<file path="src/rtl/rv_decode_stage_pkg.sv">
// Shared RV32I decode definitions: format codes, opcode constants, decoded-entry
// layout and the register-name string helper.
package rv_decode_stage_pkg;

    typedef enum logic [2:0] {
        FMT_R   = 3'd0,
        FMT_I   = 3'd1,
        FMT_S   = 3'd2,
        FMT_B   = 3'd3,
        FMT_U   = 3'd4,
        FMT_J   = 3'd5,
        FMT_ILL = 3'd7
    } fmt_e;

    localparam logic [6:0] OPC_LUI    = 7'b0110111;
    localparam logic [6:0] OPC_AUIPC  = 7'b0010111;
    localparam logic [6:0] OPC_JAL    = 7'b1101111;
    localparam logic [6:0] OPC_JALR   = 7'b1100111;
    localparam logic [6:0] OPC_LOAD   = 7'b0000011;
    localparam logic [6:0] OPC_OPIMM  = 7'b0010011;
    localparam logic [6:0] OPC_BRANCH = 7'b1100011;
    localparam logic [6:0] OPC_STORE  = 7'b0100011;
    localparam logic [6:0] OPC_OP     = 7'b0110011;

    localparam int unsigned NAME_W = 256;

    typedef struct packed {
        logic [31:0] pc;
        logic [31:0] instr;
        fmt_e        fmt;
        logic [4:0]  rd;
        logic [4:0]  rs1;
        logic [4:0]  rs2;
        logic [31:0] imm;
        logic        illegal;
    } dec_entry_t;

    // ASCII "x<n>" right-justified in a 256-bit vector, zero-filled on the left.
    function automatic logic [NAME_W-1:0] reg_name(input logic [4:0] id);
        logic [7:0] tens;
        logic [7:0] ones;
        tens = 8'h30 + 8'(id / 5'd10);
        ones = 8'h30 + 8'(id % 5'd10);
        if (id < 5'd10)
            return {240'd0, 8'h78, ones};
        else
            return {232'd0, 8'h78, tens, ones};
    endfunction

endpackage

</file>
<file path="src/rtl/rv_decode_stage_fields.sv">
// Combinational RV32I field extraction: format, register ids, immediate, illegal flag.
module rv_decode_fields
    import rv_decode_stage_pkg::*;
(
    input  logic [31:0] instr_i,
    output fmt_e        fmt_o,
    output logic [4:0]  rd_o,
    output logic [4:0]  rs1_o,
    output logic [4:0]  rs2_o,
    output logic [31:0] imm_o,
    output logic        illegal_o
);

    always_comb begin
        fmt_o     = FMT_ILL;
        rd_o      = '0;
        rs1_o     = '0;
        rs2_o     = '0;
        imm_o     = '0;
        illegal_o = 1'b0;
        case (instr_i[6:0])
            OPC_LUI, OPC_AUIPC: begin
                fmt_o = FMT_U;
                rd_o  = instr_i[11:7];
                imm_o = {instr_i[31:12], 12'b0};
            end
            OPC_JAL: begin
                fmt_o = FMT_J;
                rd_o  = instr_i[11:7];
                imm_o = {{11{instr_i[31]}}, instr_i[31], instr_i[19:12],
                         instr_i[20], instr_i[30:21], 1'b0};
            end
            OPC_JALR, OPC_LOAD, OPC_OPIMM: begin
                fmt_o = FMT_I;
                rd_o  = instr_i[11:7];
                rs1_o = instr_i[19:15];
                imm_o = {{20{instr_i[31]}}, instr_i[31:20]};
            end
            OPC_BRANCH: begin
                fmt_o = FMT_B;
                rs1_o = instr_i[19:15];
                rs2_o = instr_i[24:20];
                imm_o = {{19{instr_i[31]}}, instr_i[31], instr_i[7],
                         instr_i[30:25], instr_i[11:8], 1'b0};
            end
            OPC_STORE: begin
                fmt_o = FMT_S;
                rs1_o = instr_i[19:15];
                rs2_o = instr_i[24:20];
                imm_o = {{20{instr_i[31]}}, instr_i[31:25], instr_i[11:7]};
            end
            OPC_OP: begin
                fmt_o = FMT_R;
                rd_o  = instr_i[11:7];
                rs1_o = instr_i[19:15];
                rs2_o = instr_i[24:20];
            end
            default: begin
                fmt_o = FMT_ILL;
            end
        endcase
        illegal_o = (fmt_o == FMT_ILL);
    end

endmodule

</file>
<file path="src/rtl/rv_decode_stage_reghelper.sv">
// REGHELPER: maps a register id to its printable name.
module REGHELPER
    import rv_decode_stage_pkg::*;
(
    input  logic [4:0]        id_i,
    output logic [NAME_W-1:0] name_o
);

    always_comb begin
        name_o = reg_name(id_i);
    end

endmodule

</file>
<file path="src/rtl/rv_decode_stage.sv">
// Registered RV32I decode stage: decode on input, two-entry (head + skid) buffer,
// register names from head ids, and a retire counter.
module rv_decode_stage
    import rv_decode_stage_pkg::*;
#(
    parameter int unsigned CNT_W = 32
) (
    input  logic              clk,
    input  logic              reset,
    input  logic              flush,
    input  logic              in_valid,
    output logic              in_ready,
    input  logic [31:0]       in_pc,
    input  logic [31:0]       in_instr,
    output logic              out_valid,
    input  logic              out_ready,
    output logic [31:0]       out_pc,
    output logic [31:0]       out_instr,
    output logic [2:0]        out_fmt,
    output logic [4:0]        out_rd,
    output logic [4:0]        out_rs1,
    output logic [4:0]        out_rs2,
    output logic [31:0]       out_imm,
    output logic [NAME_W-1:0] out_rd_name,
    output logic [NAME_W-1:0] out_rs1_name,
    output logic [NAME_W-1:0] out_rs2_name,
    output logic              out_illegal,
    output logic [CNT_W-1:0]  instr_count
);

    dec_entry_t       in_dec;
    fmt_e             dec_fmt;
    logic [4:0]       dec_rd;
    logic [4:0]       dec_rs1;
    logic [4:0]       dec_rs2;
    logic [31:0]      dec_imm;
    logic             dec_illegal;

    dec_entry_t       head_q, head_d;
    dec_entry_t       skid_q, skid_d;
    logic             head_vld_q, head_vld_d;
    logic             skid_vld_q, skid_vld_d;
    logic [CNT_W-1:0] cnt_q, cnt_d;
    logic             push;
    logic             pop;

    rv_decode_fields u_fields (
        .instr_i   (in_instr),
        .fmt_o     (dec_fmt),
        .rd_o      (dec_rd),
        .rs1_o     (dec_rs1),
        .rs2_o     (dec_rs2),
        .imm_o     (dec_imm),
        .illegal_o (dec_illegal)
    );

    always_comb begin
        in_dec         = '0;
        in_dec.pc      = in_pc;
        in_dec.instr   = in_instr;
        in_dec.fmt     = dec_fmt;
        in_dec.rd      = dec_rd;
        in_dec.rs1     = dec_rs1;
        in_dec.rs2     = dec_rs2;
        in_dec.imm     = dec_imm;
        in_dec.illegal = dec_illegal;
    end

    // in_ready depends only on the skid flop, so a push never coincides with a full buffer.
    always_comb begin
        push       = in_valid && !skid_vld_q;
        pop        = head_vld_q && out_ready;
        head_d     = head_q;
        skid_d     = skid_q;
        head_vld_d = head_vld_q;
        skid_vld_d = skid_vld_q;
        cnt_d      = pop ? cnt_q + CNT_W'(1) : cnt_q;

        if (flush) begin
            head_vld_d = 1'b0;
            skid_vld_d = 1'b0;
        end else if (pop) begin
            if (skid_vld_q) begin
                head_d     = skid_q;
                skid_vld_d = 1'b0;
            end else begin
                head_vld_d = push;
                if (push)
                    head_d = in_dec;
            end
        end else if (push) begin
            if (head_vld_q) begin
                skid_d     = in_dec;
                skid_vld_d = 1'b1;
            end else begin
                head_d     = in_dec;
                head_vld_d = 1'b1;
            end
        end
    end

    always_ff @(posedge clk or posedge reset) begin
        if (reset) begin
            head_q     <= '0;
            skid_q     <= '0;
            head_vld_q <= 1'b0;
            skid_vld_q <= 1'b0;
            cnt_q      <= '0;
        end else begin
            head_q     <= head_d;
            skid_q     <= skid_d;
            head_vld_q <= head_vld_d;
            skid_vld_q <= skid_vld_d;
            cnt_q      <= cnt_d;
        end
    end

    always_comb begin
        in_ready    = !skid_vld_q;
        out_valid   = head_vld_q;
        out_pc      = head_q.pc;
        out_instr   = head_q.instr;
        out_fmt     = head_q.fmt;
        out_rd      = head_q.rd;
        out_rs1     = head_q.rs1;
        out_rs2     = head_q.rs2;
        out_imm     = head_q.imm;
        out_illegal = head_q.illegal;
        instr_count = cnt_q;
    end

    REGHELPER u_rd_name  (.id_i(head_q.rd),  .name_o(out_rd_name));
    REGHELPER u_rs1_name (.id_i(head_q.rs1), .name_o(out_rs1_name));
    REGHELPER u_rs2_name (.id_i(head_q.rs2), .name_o(out_rs2_name));

endmodule

</file>
<file path="config.mk">
export PLATFORM = sky130hd
export DESIGN_NAME = rv_decode_stage
export DESIGN_NICKNAME = d
export VERILOG_FILES = /design/src/rtl/rv_decode_stage_pkg.sv /design/src/rtl/rv_decode_stage_fields.sv /design/src/rtl/rv_decode_stage_reghelper.sv /design/src/rtl/rv_decode_stage.sv
export SDC_FILE = /design/constraint.sdc
export NUM_CORES = 1
export LEC_CHECK = 0
export ABC_AREA = 1
export CORE_AREA = 3 3 384 386
export DETAILED_ROUTE_END_ITERATION = 8
export DIE_AREA = 0 0 387 389
export GPL_ROUTABILITY_DRIVEN = 0
export PLACE_DENSITY = 0.36
export SKIP_CTS_REPAIR_TIMING = 1
export SYNTH_ARGS = -nofsm -noshare
export SYNTH_HDL_FRONTEND = slang
export SYNTH_SLANG_ARGS = --single-unit
</file>
<file path="constraint.sdc">
create_clock -name clk -period 20.7 [get_ports clk]
set_clock_uncertainty 0.1 [all_clocks]
set_input_delay 4.14 -clock clk [delete_from_list [all_inputs] [get_ports clk]]
set_output_delay 4.14 -clock clk [all_outputs]
set_load 0.005 [all_outputs]
</file>
After elaboration in Yosys (flattened, before gate mapping)

Index checks and enable logic that the tools add are counted.

Register bits: 264
Bits in latches: 0
Memory bits (writable): 0
ROM bits: 0
Logic and storage cells: 86
Memories kept: 0

Add/subtract/negate cells: 7
$mul: 0
Div/mod/pow operators: 6
$lt $le $gt $ge: 3
Equality and inequality tests: 12
Shift operators: 0
Multiplexer cells: 21
Bitwise gates (word level): 2
Reduce and logical (&&, ||, !) cells: 16

Operator list:

| kind                                                                    | number |
|---|---|
| 115-bit 2-to-1 mux                                                      | 5 |
| 32-bit case mux with 5 select lines                                     | 1 |
| 23-bit 2-to-1 mux                                                       | 3 |
| 6-bit by 8-bit adder with 8-bit output (first input constant)           | 6 |
| 32-bit by 1-bit adder with 32-bit output (second input constant)        | 1 |
| 5-bit by 4-bit divider with 8-bit output (second input constant)        | 3 |
| 5-bit by 4-bit remainder unit with 8-bit output (second input constant) | 3 |
| 7-bit by 6-bit == test with 1-bit output (second input constant)        | 3 |
| 7-bit == test (second input constant)                                   | 3 |
| 3-bit case mux with 6 select lines                                      | 1 |
| 5-bit by 4-bit < comparator with 1-bit output (second input constant)   | 3 |
| 5-bit 2-to-1 mux                                                        | 3 |
| 7-bit by 5-bit == test with 1-bit output (second input constant)        | 2 |
| 1-bit 2-to-1 mux                                                        | 8 |
| 4-bit AND reduction                                                     | 2 |
| 7-bit by 2-bit == test with 1-bit output (second input constant)        | 1 |
| 7-bit OR reduction                                                      | 1 |
| 3-bit nonzero test                                                      | 2 |
| 3-bit OR reduction                                                      | 2 |
| 6-bit OR reduction                                                      | 1 |
| 2-bit AND reduction                                                     | 2 |
| 2-bit nonzero test                                                      | 2 |
| 3-bit == test (second input constant)                                   | 1 |
| 3-bit != test (second input constant)                                   | 1 |
| other kinds (5)                                                         | 7 |

Longest topological paths before layout

Word-level depth: 7
Gate-level depth with buffers: 11
Depth with buffers taken out: 11

Cells and area by module

A second synthesis with hierarchy kept.

Cells, all modules: 2387
Area, all modules: 18532.8 sq um

Modules (own cells, without submodules):

| module           | times used | cells each | area an instance (sq um) | seq. area each (sq um) |
|---|---|---|---|---|
| rv_decode_stage  | 1          | 1388       | 11791.3                  | 6606.3 |
| REGHELPER        | 3          | 286        | 2034.5                   | 0.0 |
| rv_decode_fields | 1          | 141        | 638.1                    | 0.0 |

Least setup slack after synthesis

Ideal clock, no wire load.

Path kind: reg-to-output
Start point: register head_q (netlist bit out_rd[2])
End point: output out_rd_name[3]
Data arrival time: 1250 ps
Slack: 15210 ps
Cell stages (with the launch flop): 6
Buffers on the path: 0
Path through: dfrtp_1 > inv_1 > a21oi_1 > o21ai_0 > a21oi_1 > a21oi_1

Cells in the longest elaborated chain, start to end: 3

Ends and longest elaborated chain:

| element                                         | line                      | RTL |
|---|---|---|
| start: declaration                              | rv_decode_stage.sv:39     | `dec_entry_t head_q, head_d;` |
| start signal: assignment                        | rv_decode_stage.sv:104    | `head_q <= '0;` |
| start signal: assignment                        | rv_decode_stage.sv:110    | `head_q <= head_d;` |
| 5-bit by 4-bit remainder unit with 8-bit output | rv_decode_stage_pkg.sv:43 | `ones = 8'h30 + 8'(id % 5'd10);` |
| 6-bit by 8-bit adder with 8-bit output          | rv_decode_stage_pkg.sv:43 |  |
| 23-bit 2-to-1 mux                               | rv_decode_stage_pkg.sv:44 | `if (id < 5'd10)` |
| end: declaration                                | rv_decode_stage.sv:24     | `output logic [NAME_W-1:0] out_rd_name,` |

No other way between the ends.

Worst setup path after layout

Start point: input out_ready
End point: register head_q (netlist bit out_imm[0])

Cells in the longest elaborated chain, start to end: 3
Elaborated cells on any way between the ends: 5
Classes of those cells: 1 x eq/ne; 1 x mux; 3 x reduce/logical

Ends and longest elaborated chain:

| element                                                                                  | line                  | RTL |
|---|---|---|
| start: declaration                                                                       | rv_decode_stage.sv:16 | `input logic out_ready,` |
| 1-bit logical AND (*)                                                                    | rv_decode_stage.sv:72 | `pop = head_vld_q && out_ready;` |
| 2-bit by 1-bit != test with 1-bit output (no line) or 2-bit nonzero test (tied branches) | -                     |  |
| 4-bit AND reduction (no line)                                                            | -                     |  |

Every way passes the cells marked *; elsewhere a longest branch is shown, timed or not.
A chain may end at the register's enable or synchronous reset.

==> results.txt <==
----------------------------------------------------
[Run status]
  Result of the run ... complete, no violations

[Hold path]
  Worst Hold Class ... reg2reg

[Timing]
  Max-slew violations ... 0
  Worst Slack Setup Final ... 13.56 ns
  Number of setup violations in the final report ... 0
  Max-slew headroom at the worst pin ... 0.347
  Time the worst path needs with I/O delays and setup ... 7.14 ns
  Final Cycle Share ... 0.345
  Unrepaired setup endpoints after global routing ... false
  Number of hold violations in the final report ... 0
  Worst hold margin ... ~0.37 ns
  Peak Freq ... approximately 140 MHz
  Aggregate negative setup slack ... 0 ns
  Actual transition at the worst max-transition pin ... between 0.9 and 1 ns

[Global routing]
  Number of antenna violations at the first check in global routing ... 14
  First-pass GRT wire length ... just over 90 mm
  Overall fraction of global-route tracks in use ... 0.0823
  Pin count of the biggest net entering global routing ... 106
  Sum of overflow across all layers after global routing ... 0
  Number of global-route vias before repair ... around 12000

[Final layout]
  Most used cells in the layout excluding fill and tap cells ... sky130_fd_sc_hd__conb_1, sky130_fd_sc_hd__nand2_1, sky130_fd_sc_hd__dfrtp_1
  Post-layout utilization of the core ... 0.146
  Final net count ... 2570
  Footprint of the multi-input gates ... 7770 µm²
  Fin area ... 21000 µm²
  Total area of sequential cells ... approximately 6600 µm²
  Most common cell after layout, fill and taps aside ... sky130_fd_sc_hd__conb_1
  Count of placed standard cells in the final layout, fillers left out ... between 4000 and 5000
  Growth of design area from synthesis to finish ... 17.4%
  Layout cell share with drive strength beyond 1 ... 0.0428
  Filler Cell Count ... 16500

[Critical path]
  Data required time of the critical path ... between 20 and 25 ns
  Reg-to-Reg End ... out_imm[0]
  CP Launch Type ... input pin
  Category of the critical setup timing path ... in2reg
  Reg-to-Reg Start ... out_valid
  Crit-path max FO ... just over 60
  Critical path arrival ... between 7 and 8 ns
  Worst setup endpoint ... out_imm[0]
  Endpoint kind of the worst setup timing path ... flop
  Setup slack of the worst register-to-register path ... ~17 ns
  R2r worst-path depth ... 7
  Crit. Startpoint ... out_ready

[Die]
  Ports placed on the boundary ... 986
  Die Area ... between 150000 and 200000 µm²
  Die Y ... 389 µm
  Core footprint ... approximately 140000 µm²
  Effective utilization at floorplan ... 0.125
  Die width ... between 300 and 400 µm
  Floorplan row count ... ~140

[Route]
  DR pass1 iterations ... 5
  Number of design rule violations left after detail routing ... 0
  Final antenna-violating net count ... 0
  DRT iter0 DRCs ... about 710
  Mean number of vias per cell ... 2.93
  Total Wirelength ... approximately 66 mm
  Mean routed wirelength per cell ... 14.8 µm
  Vias post-DR ... 13000

[Placement]
  # placed instances ... around 4400
  Placed inst area ... slightly below 20000 µm²
  Post-DP HPWL ... 48.5 mm
  # port buffers ... roughly 250
  Post-place setup slack ... ~13 ns

[Clock network]
  Clock latency of the later-clocked register in the worst-skew pair ... 0.58 ns
  Clock net sink count ... 264
  Register clock-pin slew on the reported worst setup and hold paths ... approximately 0.06 ns
  Total CTS buffers ... 39
  TritonCTS clock tree ... done
  Root Buffer Master ... sky130_fd_sc_hd__clkbuf_16
  Max clock buf depth ... 3
  H-tree lvl count ... 2

[Run]
  # Max-Cap Violations ... 0

[Synth]
  Number of synthesized register bits ... around 260
  Post-synthesis instance area ... between 15000 and 20000 µm²
  Gate Count Post-Synth ... between 2000 and 2500
  Average cell area after synthesis ... just under 8 µm²
  Number of warning messages in the yosys log ... 0
  Portion of the post-synthesis area used by sequential elements ... 0.369
  Count of different cell masters after synthesis ... 34

[Power and ir drop]
  LEAKAGE ... around 10 nW
  Power per unit of standard cell area ... around 80 nW/µm²
  Worst VDD drop ... between 0.00005 and 0.00006 V
  Pwr Total ... between 1.5 and 2 mW

----------------------------------------------------
## critical path: stages
cell and delay, ns:
sky130_fd_sc_hd__clkdlybuf4s50_1 0.51, sky130_fd_sc_hd__nand2_2 0.26, sky130_fd_sc_hd__nor2_4 0.73, sky130_fd_sc_hd__buf_4 0.77
sky130_fd_sc_hd__buf_4 0.66, sky130_fd_sc_hd__a21oi_1 0.14, sky130_fd_sc_hd__o21ai_0 0.12, sky130_fd_sc_hd__nand2_1 0.06
## worst min-delay path by stage
stage                     start     endpoint  cells after the start  slack, ns
global placement    skid_q[109]  skid_q[109]                      2       0.35
global route         skid_q[74]   skid_q[74]                      2       0.39
detailed placement   skid_q[92]   skid_q[92]                      2       0.36
CTS                  skid_q[87]   skid_q[87]                      2       0.37
finish               skid_q[92]   skid_q[92]                      2       0.37
floorplan           skid_q[100]  skid_q[100]                      2       0.34
## where the power goes
part	internal, mW	switching, mW	leakage [nW]	total [mW]
clock	0.391	0.277	0.623	0.668
sequential	0.613	0.0602	3.27	0.673
combinational	0.150	0.201	5.96	0.351
## layer usage
| layer | share of wire | track usage | up-vias | routed length [µm] |
|---|---|---|---|---|
| li1 | - | - | 6192 | - |
| met2 | 0.48 | 0.136 | 521 | 31600 |
| met1 | 0.43 | 0.104 | 6208 | 28100 |
| met3 | 0.073 | 0.0233 | 64 | 4830 |
| met4 | 0.020 | 0.0230 | 2 | 1330 |
| met5 | 0.00020 | 0 | - | 13 |
## cells in the mapped netlist (all sizes together)
| library cell | n | area share |
|---|---|---|
| xor2 | 15 | 0.0073 |
| nand2 | 504 | 0.11 |
| inv | 85 | 0.018 |
| ha | 4 | 0.0028 |
| nand3 | 51 | 0.015 |
| conb | 2 | 0.00042 |
| o211ai | 9 | 0.0038 |
| nor2 | 177 | 0.041 |
| nand4 | 19 | 0.0066 |
| o22ai | 7 | 0.0024 |
| a311oi | 1 | 0.00049 |
| dfrtp | 264 | 0.37 |
| a21oi | 202 | 0.056 |
| nand3b | 3 | 0.0020 |
| clkbuf | 31 | 0.0066 |
| or2 | 1 | 0.00035 |
| nor3 | 10 | 0.0028 |
| o21ai | 83 | 0.024 |
| a31oi | 14 | 0.0049 |
| xnor2 | 8 | 0.0039 |
| buf | 793 | 0.33 |
## kinds of logic after synthesis
| kind of cell | share of synthesized area |
|---|---|
| AND/OR/NAND/NOR | 0.174 |
| flip-flops | 0.369 |
| XOR/XNOR | 0.0112 |
| buffers and inverters | 0.351 |
| AO/OA/AOI/OAI | 0.0917 |
| other | 0.000419 |
| adder cells (fa/ha/maj) | 0.00279 |
## layout make-up
type | count | share of cell area
Multi-Input combinational cell | 1840 | 0.370
Sequential cell | 264 | 0.314
Tap cell | 1903 | 0.113
Clock buffer | 54 | 0.0529
Clock inverter | 16 | 0.00732
Antenna cell | 9 | 0.00107
Timing Repair Buffer | 267 | 0.125
Inverter | 85 | 0.0160
## flip-flops by register name, summed over array words and instances, names as in the netlist
name,cells
skid_q,115
instr_count,32
out_imm,32
out_instr,32
out_pc,32
out_rd,5
out_rs1,5
out_rs2,5
out_fmt,3
out_illegal,1
out_valid,1
skid_vld_q,1
Power figures use the tool's default switching activity.
